===== src/rtl/face_frame_sequencer.sv =====
// face_frame_sequencer
//   Frame-level controller between the camera stream and the face detection
//   datapath. Accepts camera beats, aligns them to SOF/EOL and forwards pixels
//   to the detector one cycle after acceptance. It tracks the x/y position
//   within the frame. At end of frame it waits for the detector pipeline to
//   drain, then latches the detector box into stable result registers and
//   pulses frame_done. Line-length and framing errors set a sticky flag.
//
//   Optional build macro FACE_SEQ_FRAME_SKIP_EN: only every SKIP_DIV-th frame
//   is forwarded and reported. The other frames are consumed silently.
//
// Ports
//   clk, rst_n                  clock, asynchronous active-low reset
//   enable                      start / continue frame processing
//   cam_valid/sof/eol/pixel     camera beat in; cam_ready out (transfer = valid & ready)
//   det_pixel/det_valid         registered pixel strobe to the detector
//   det_clear                   one-cycle detector state clear
//   det_face_*                  detector result inputs
//   res_valid/face/x/y/w/h      latched per-frame result
//   frame_done, frame_count     report pulse and wrapping report counter
//   err_line, err_clear         sticky framing error and its clear
//   busy                        sequencer not idle
module face_frame_sequencer #(
    parameter int IMG_WIDTH    = 640,
    parameter int IMG_HEIGHT   = 480,
    parameter int FLUSH_CYCLES = 4,
    parameter int SKIP_DIV     = 2
) (
    input  logic        clk,
    input  logic        rst_n,
    input  logic        enable,
    input  logic        cam_valid,
    input  logic        cam_sof,
    input  logic        cam_eol,
    input  logic [15:0] cam_pixel,
    output logic        cam_ready,
    output logic [15:0] det_pixel,
    output logic        det_valid,
    output logic        det_clear,
    input  logic        det_face_detected,
    input  logic [9:0]  det_face_x,
    input  logic [9:0]  det_face_y,
    input  logic [9:0]  det_face_w,
    input  logic [9:0]  det_face_h,
    output logic        res_valid,
    output logic        res_face,
    output logic [9:0]  res_x,
    output logic [9:0]  res_y,
    output logic [9:0]  res_w,
    output logic [9:0]  res_h,
    output logic        frame_done,
    output logic [15:0] frame_count,
    output logic        err_line,
    input  logic        err_clear,
    output logic        busy
);
    localparam int XW = (IMG_WIDTH  > 1) ? $clog2(IMG_WIDTH)  : 1;
    localparam int YW = (IMG_HEIGHT > 1) ? $clog2(IMG_HEIGHT) : 1;
    localparam logic [XW-1:0] X_LAST = XW'(IMG_WIDTH - 1);
    localparam logic [YW-1:0] Y_LAST = YW'(IMG_HEIGHT - 1);

    typedef enum logic [2:0] {S_IDLE, S_WAIT_SOF, S_ACTIVE, S_FLUSH, S_REPORT} state_t;

    state_t        state, state_n;
    logic [XW-1:0] x, x_n;
    logic [YW-1:0] y, y_n;
    logic [3:0]    cnt, cnt_n;
    logic          accept, fwd, clr_n, err_set, frame_end, report_entry, fwd_ok;

    assign cam_ready = (state == S_IDLE) || (state == S_WAIT_SOF) || (state == S_ACTIVE);
    assign busy      = (state != S_IDLE);
    assign accept    = cam_valid && cam_ready;

`ifdef FACE_SEQ_FRAME_SKIP_EN
    // Frame phase; only phase-0 frames reach the detector and get reported.
    logic [3:0] phase;
    assign fwd_ok = (phase == 4'd0);

    always_ff @(posedge clk or negedge rst_n) begin
        if (!rst_n)
            phase <= '0;
        else if (frame_end)
            phase <= (phase >= 4'(SKIP_DIV - 1)) ? 4'd0 : phase + 4'd1;
    end
`else
    assign fwd_ok = 1'b1;
`endif

    always_comb begin
        state_n      = state;
        x_n          = x;
        y_n          = y;
        cnt_n        = cnt;
        fwd          = 1'b0;
        clr_n        = 1'b0;
        err_set      = 1'b0;
        frame_end    = 1'b0;
        report_entry = 1'b0;
        case (state)
            S_IDLE: begin
                if (enable) begin
                    state_n = S_WAIT_SOF;
                    clr_n   = 1'b1;
                end
            end
            S_WAIT_SOF: begin
                if (accept && cam_sof) begin
                    fwd     = fwd_ok;
                    x_n     = XW'(1);
                    y_n     = '0;
                    state_n = S_ACTIVE;
                end
            end
            S_ACTIVE: begin
                if (accept) begin
                    if (cam_sof) begin
                        // Unexpected SOF: abandon this frame and resync; the SOF beat is lost.
                        err_set = 1'b1;
                        clr_n   = 1'b1;
                        state_n = S_WAIT_SOF;
                    end else begin
                        fwd = fwd_ok;
                        if (cam_eol != (x == X_LAST))
                            err_set = 1'b1;
                        // Either marker ends the line so we follow the camera's framing.
                        if (cam_eol || (x == X_LAST)) begin
                            x_n = '0;
                            if (y != Y_LAST)
                                y_n = y + 1'b1;
                        end else begin
                            x_n = x + 1'b1;
                        end
                        if ((x == X_LAST) && (y == Y_LAST)) begin
                            frame_end = 1'b1;
                            y_n       = '0;
                            if (fwd_ok) begin
                                state_n = S_FLUSH;
                                cnt_n   = 4'(FLUSH_CYCLES);
                            end else begin
                                // Skipped frame: nothing to drain or report.
                                state_n = enable ? S_WAIT_SOF : S_IDLE;
                            end
                        end
                    end
                end
            end
            S_FLUSH: begin
                cnt_n = cnt - 4'd1;
                if (cnt == 4'd1) begin
                    state_n      = S_REPORT;
                    report_entry = 1'b1;
                end
            end
            S_REPORT: begin
                if (enable) begin
                    state_n = S_WAIT_SOF;
                    clr_n   = 1'b1;
                end else begin
                    state_n = S_IDLE;
                end
            end
            default: state_n = S_IDLE;
        endcase
    end

    always_ff @(posedge clk or negedge rst_n) begin
        if (!rst_n) begin
            state       <= S_IDLE;
            x           <= '0;
            y           <= '0;
            cnt         <= '0;
            det_pixel   <= '0;
            det_valid   <= 1'b0;
            det_clear   <= 1'b0;
            err_line    <= 1'b0;
            res_valid   <= 1'b0;
            res_face    <= 1'b0;
            res_x       <= '0;
            res_y       <= '0;
            res_w       <= '0;
            res_h       <= '0;
            frame_done  <= 1'b0;
            frame_count <= '0;
        end else begin
            state      <= state_n;
            x          <= x_n;
            y          <= y_n;
            cnt        <= cnt_n;
            det_valid  <= fwd;
            if (fwd)
                det_pixel <= cam_pixel;
            det_clear  <= clr_n;
            // A new error in the same cycle as a clear must not be lost.
            err_line   <= err_set | (err_line & ~err_clear);
            frame_done <= report_entry;
            if (report_entry) begin
                res_face    <= det_face_detected;
                res_x       <= det_face_x;
                res_y       <= det_face_y;
                res_w       <= det_face_w;
                res_h       <= det_face_h;
                res_valid   <= 1'b1;
                frame_count <= frame_count + 16'd1;
            end
        end
    end
endmodule


===== config.mk =====
export PLATFORM = sky130hd
export DESIGN_NAME = face_frame_sequencer
export DESIGN_NICKNAME = d
export VERILOG_FILES = /design/src/rtl/face_frame_sequencer.sv
export SDC_FILE = /design/constraint.sdc
export NUM_CORES = 1
export LEC_CHECK = 0
export ABC_AREA = 1
export CAP_MARGIN = 20
export CORE_MARGIN = 2
export CORE_UTILIZATION = 52
export DETAILED_ROUTE_END_ITERATION = 7
export GPL_TIMING_DRIVEN = 0
export HOLD_SLACK_MARGIN = 0.02
export PLACE_DENSITY = 0.86
export SETUP_SLACK_MARGIN = 0.1
export SYNTH_ARGS = -nofsm -noshare
export SYNTH_HDL_FRONTEND = slang
export SYNTH_SLANG_ARGS = --single-unit

===== constraint.sdc =====
create_clock -name clk -period 4.05 [get_ports clk]
set_input_delay 1.215 -clock clk [delete_from_list [all_inputs] [get_ports clk]]
set_output_delay 1.215 -clock clk [all_outputs]
set_load 0.02 [all_outputs]

==> run_results.csv <==
group,metric,value,unit
setup_path,startpoint_type,"register",
power,clkPwrFrac,15.9,%
timing,finClkSkew,0.0125,ns
clocking,clkSinkCount,104,
synthesis,synth_ff_type,"dfrtp_1",
clocking,cts_setup_buffers,0,
placement,pre_cts_slack,1.29,ns
route,vias,4578,
hold_path,min_path_type,"register to register",
final_layout,nNetsFinal,850,
floorplanning,die_h,102,µm
power,total_power,3.81,mW
synthesis,synth.distinct_cells,34,
global_route,grt_overflow,0,
route,drc,0,
synthesis,synth_top_area_cell,"dfrtp_1",
power,p_int,2.33,mW
route,drt-initial-drc-count,218,
power,swShare,38.7,%
global_route,grt.met2_usage,46.2,%
synthesis,yosysWarnings,0,
clocking,clkTransAtPathRegs,0.09,ns
route,vias_per_cell,5.01,
synthesis,yosysSeqAreaShare,52.1,%
global_route,grt.met1_usage,30.3,%
setup_path,slowest_delay,0.60,ns
clocking,holdBufCountCts,0,
setup_path,setup.worst_path.start,"state[1]",
clocking,cts_buffers,9,
timing,rsz0062_at_grt,"false",
timing,hold_slack,0.475,ns
placement,portBuffers,143,
final_layout,area_delta_synth_final,36.1,%
synthesis,synth_area_leaders,"dfrtp_1, nand2_1, inv_1",
floorplanning,rows,35,
synthesis,yosysMostFrequentCell,"nand2_1",
floorplanning,initial_utilization,53.8,%
synthesis,synth_top_area_share,52.1,%
synthesis,synth-edff-count,0,
placement,place_inst,898,
route,drtAntennaViolNets,0,
global_route,grt_use_met3,10.3,%
final_layout,post-route-util,73.2,%
setup_path,crit_path_end_kind,"output port",
power,ir_drop,0.543,mV
power,power.density,560,nW/µm²
clocking,ctsHtreeMaxLevel,3,
power,p_sw,1.47,mW
placement,placed_area,6610,µm²
synthesis,synth_cells,625,
route,postRouteWirelength,13000,µm
timing,tightest_slew,0.455,ns
global_route,grt_max_degree,73,
timing,slew_headroom,69.7,%
route,dr.pass1.iters,4,
global_route,grtUsageTotal,26.3,%
setup_path,r2r_start,"x[0]",
synthesis,synth-seq-cells,104,
final_layout,drive_above_1_share,8.16,%
setup_path,critPathKind,"register to output port",
synthesis,synth_common_cells,"nand2_1, dfrtp_1, inv_1, nor2_1, nand3_1",
global_route,grt_pass1_wl,21500,µm
synthesis,syn_nets,695,
timing,max_freq,0.340,GHz
timing,slew_violations,0,
floorplanning,dieArea,10400,µm²
timing,finalHoldViolations,0,
power,power.share.sequential,40.3,%
placement,place.gp.congestion,0.919,
job,maxCapViolCount,0,
floorplanning,io_pins,144,
setup_path,cpMaxStageDelayCell,"clkdlybuf4s50_1",
global_route,antenna_found_initial,0,
final_layout,antenna_cells,0,
synthesis,synth.avg_cell_area,7.99,µm²
final_layout,final_cells,913,
clocking,clock_path_buffers,2,
setup_path,path_common_cell,"nand2_1",
setup_path,path_cells,"inv_2, nand2_1, nand2_1, clkdlybuf4s50_1",
clocking,cts_tree,"yes",
clocking,clk_latency,0.37,ns
global_route,grt_pass1_vias,4704,
timing,setup_viol,0,
setup_path,required,2.83,ns
synthesis,syn_area,4990,µm²
floorplanning,die_x,102,µm
setup_path,crit_arrival,1.73,ns
final_layout,fillers,703,
power,leakagePower,3.29,nW
timing,tns,0,ns
floorplanning,core-area,9280,µm²
route,routedWlPerCell,14.2,µm
hold_path,hp-start,"res_w[7]",
setup_path,critical_path.max_fanout,5,
final_layout,fin_area,6790,µm²
synthesis,synthArstFlopShare,100,%
placement,place_hpwl,9760,µm
global_route,top_usage_layer,"met2",
power,combinationalPowerShare,43.8,%
timing,timing.final.crit_share,72.7,%
clocking,cts-root-buf,"clkbuf_8",
timing,fin_ws,1.11,ns
timing,fin_crit,2.94,ns
outcome,status,"complete, no violations",
clocking,cts-resized-gates,0,
cells in the final DEF (no fill, tap or decap), types with 3 or more instances in the layout:
master / netlist / final
clkbuf_1: 4 / 5
nor2_1: 39 / 39
nor3_1: 3 / 3
a21oi_1: 8 / 8
o21ai_0: 7 / 7
nand2_1: 286 / 286
ha_1: 6 / 6
o21ai_1: 5 / 5
clkdlybuf4s50_1: 0 / 142
clkbuf_8: 0 / 12
o21ai_2: 7 / 7
nand3b_1: 3 / 3
inv_1: 49 / 49
or2_2: 3 / 3
nand4_1: 13 / 13
nand2_2: 8 / 8
xor2_1: 13 / 13
inv_2: 6 / 6
buf_6: 3 / 3
buf_2: 10 / 10
nand3_1: 29 / 29
dfrtp_1: 104 / 104
flip-flops by register name, indices dropped and copies added (netlist names), 3 cells and up:
register     count
res_w           10
det_pixel       16
res_h           10
res_y           10
state            3
y                9
res_x           10
x               10
cnt              4
frame_count     16
metal layers:
layer,up-vias,routed length [µm]
met2,152,6650
li1,2238,-
met5,-,0
met3,18,1040
met4,0,192
met1,2170,5110
power by group through the flow:
stage               logic [mW]  clock network (mW)  registers [mW]
finish                    1.67               0.607            1.53
CTS                       1.68               0.620            1.53
global route              1.82               0.666            1.57
detailed placement        1.66                   0            1.55
floorplan                0.564                   0            1.83
global placement          1.61                   0            1.53
worst max-delay path: cells and delay by family (launching register included):
| kind | cells | cell delay, ns |
|---|---|---|
| flops | 1 | 0.45 |
| buf+inv | 2 | 0.75 |
| simple gates | 2 | 0.17 |
layout make-up:
cell class,count,area [µm²],area share (%)
multi-input cells,447,2070,30.5
well taps,129,161,2.38
inverters,56,213,3.13
repair buffers,144,1460,21.4
plain buffers,18,106,1.57
clock inverters,2,13.8,0.203
clock buffers,13,169,2.49
flip-flops and latches,104,2600,38.3
cells by family after synthesis:
| group | count (synthesis) | share of synthesized area, % |
|---|---|---|
| simple gates | 394 | 33.4 |
| xor+xnor | 15 | 2.63 |
| flops | 104 | 52.1 |
| compound gates | 32 | 3.93 |
| buf+inv | 74 | 6.39 |
| fa+ha+maj | 6 | 1.50 |
path summary, 6_finish.rpt:
check | to | depth (start not counted) | slack, ns
max | cam_ready | 4 | 1.11
min | res_w[7] | 2 | 0.47
max in group asynchronous | frame_count[4] | 2 | 2.57
min in group asynchronous | y[3] | 1 | 0.78
min reg2reg | res_w[7] | 2 | 0.47
max reg2reg | y[5] | 12 | 2.01
No activity file was read; power rests on OpenSTA's default activity.
==> RTL change: new RTL, same flow settings <==
`IMG_WIDTH`: 640 -> 1280.
--- a/src/rtl/face_frame_sequencer.sv
+++ b/src/rtl/face_frame_sequencer.sv
@@ -23,3 +23,3 @@
 module face_frame_sequencer #(
-    parameter int IMG_WIDTH    = 640,
+    parameter int IMG_WIDTH    = 1280,
     parameter int IMG_HEIGHT   = 480,
Behaviour: same outputs for any inputs over 10 cycles, from zero or initial values and one cycle with rst_n low; that may be too few to reach the edited logic, so the function may still have changed.
==> RTL change against the original RTL <==
Clock skew up 0.00056 ns; sequential power rose by 7%; combinational power rose by 13%; critical path depth is the same; count of clock-buffer cells in the layout shrank 2; cell area shrank 0.31%; routed wire length shrank 4.8%; final cell count shrank 0.55%; setup slack got worse by 0.062 ns; register-to-register slack got worse by 0.27 ns; sequential cell count is 1 higher; power rose by 10%; area after synthesis is 0.63% lower; global-route usage decreased by 1.4 points; critical endpoint unchanged; largest cell class unchanged.
==> RTL change: results (changes against the original RTL) <==
metric;value;unit;change
status;complete, no violations;;
ir_drop;0.4716;mV;-13%
ys_top_cells_by_count;282 x nand2_1, 105 x dfrtp_1, 46 x inv_1;;
layout-drive-gt1-share;0.07445;;-0.007178
grt_pass1_vias;4473;;-4.9%
yosys-top-cells-area;dfrtp_1 53%, nand2_1 21%, nand3_1 3.7%;;
reg2reg_depth;14;;+2
setup_slack;1.046;ns;-0.06159 ns
p_comb;1890;uW;+13%
fillCellCount;682;;-3.0%
p_sw;1646;uW;+12%
finalClockSkew;0.01310;ns;+0.0005580 ns
final_cells;908;;-0.55%
ys_seq_area_frac;0.5295;;+0.008328
grt_pass1_wl;20230;um;-5.8%
gp_congestion;0.8824;;-4.0%
top_regs;det_pixel (16), frame_count (16), x (11);;
met3_usage;0.08834;;-0.01495
met2WireLength;6195;um;-6.8%
grt_max_degree;61;;-16%
reg2reg_to;y[8]$_DFFE_PN0P_;;
cts_buffers;9;;unchanged
leakage;0.003269;uW;-0.79%
placed_area;6580;um^2;-0.47%
grtUsageMet1;0.2889;;-0.01420
finalHoldWorstSlack;0.4799;ns;+0.005335 ns
drt_pass1_iterations;5;;+1
crit_arrival;1.79;ns;+0.06 ns
dpl_worst_slack;1.226;ns;-0.06333 ns
routed-wl-met3;963;um;-7.1%
gr-usage-met2;0.4291;;-0.03289
hold_end;res_w[1]$_DFFE_PN0P_;;
rrSetupSlack;1.74;ns;-0.27 ns
gr-usage-all-layers;0.2486;;-0.01413
dp.cells;893;;-0.56%
whs_path_depth;2;;unchanged
fin_nets;845;;-0.59%
wl;12360;um;-4.8%
clock_power;652;uW;+7.4%
wl_met1;4994;um;-2.2%
routed_via_density;4.956;;-1.2%
synth-warning-count;0;;unchanged
hpwl;9493;um;-2.7%
avgSynthCellArea;8.004;um^2;+0.17%
[RTL change: changes by cell type after synthesis, moves of 3 or more]
cell     change
nand3_1      +8
nand4_1      -5
nand2_1      -4
nand2_2      -4
a21oi_1      -3
inv_1        -3
[RTL change: logic make-up after synthesis]
family / Yosys count / synth area share
simple gates: 389 / 0.3255
flops: 105 / 0.5295
buf+inv: 70 / 0.05824
compound gates: 34 / 0.04337
xor+xnor: 16 / 0.02824
fa+ha+maj: 6 / 0.01513
[RTL change: layout make-up]
type | count | area [um^2] | share of cell area
Clock inverter | 4 | 51.30 | 0.007574
Buffer | 18 | 93.84 | 0.01386
Tap cell | 129 | 161.4 | 0.02383
Sequential cell | 105 | 2628 | 0.3880
Clock buffer | 11 | 141.4 | 0.02088
Inverter | 52 | 195.2 | 0.02882
Multi-Input combinational cell | 445 | 2046 | 0.3021
Timing Repair Buffer | 144 | 1456 | 0.2150
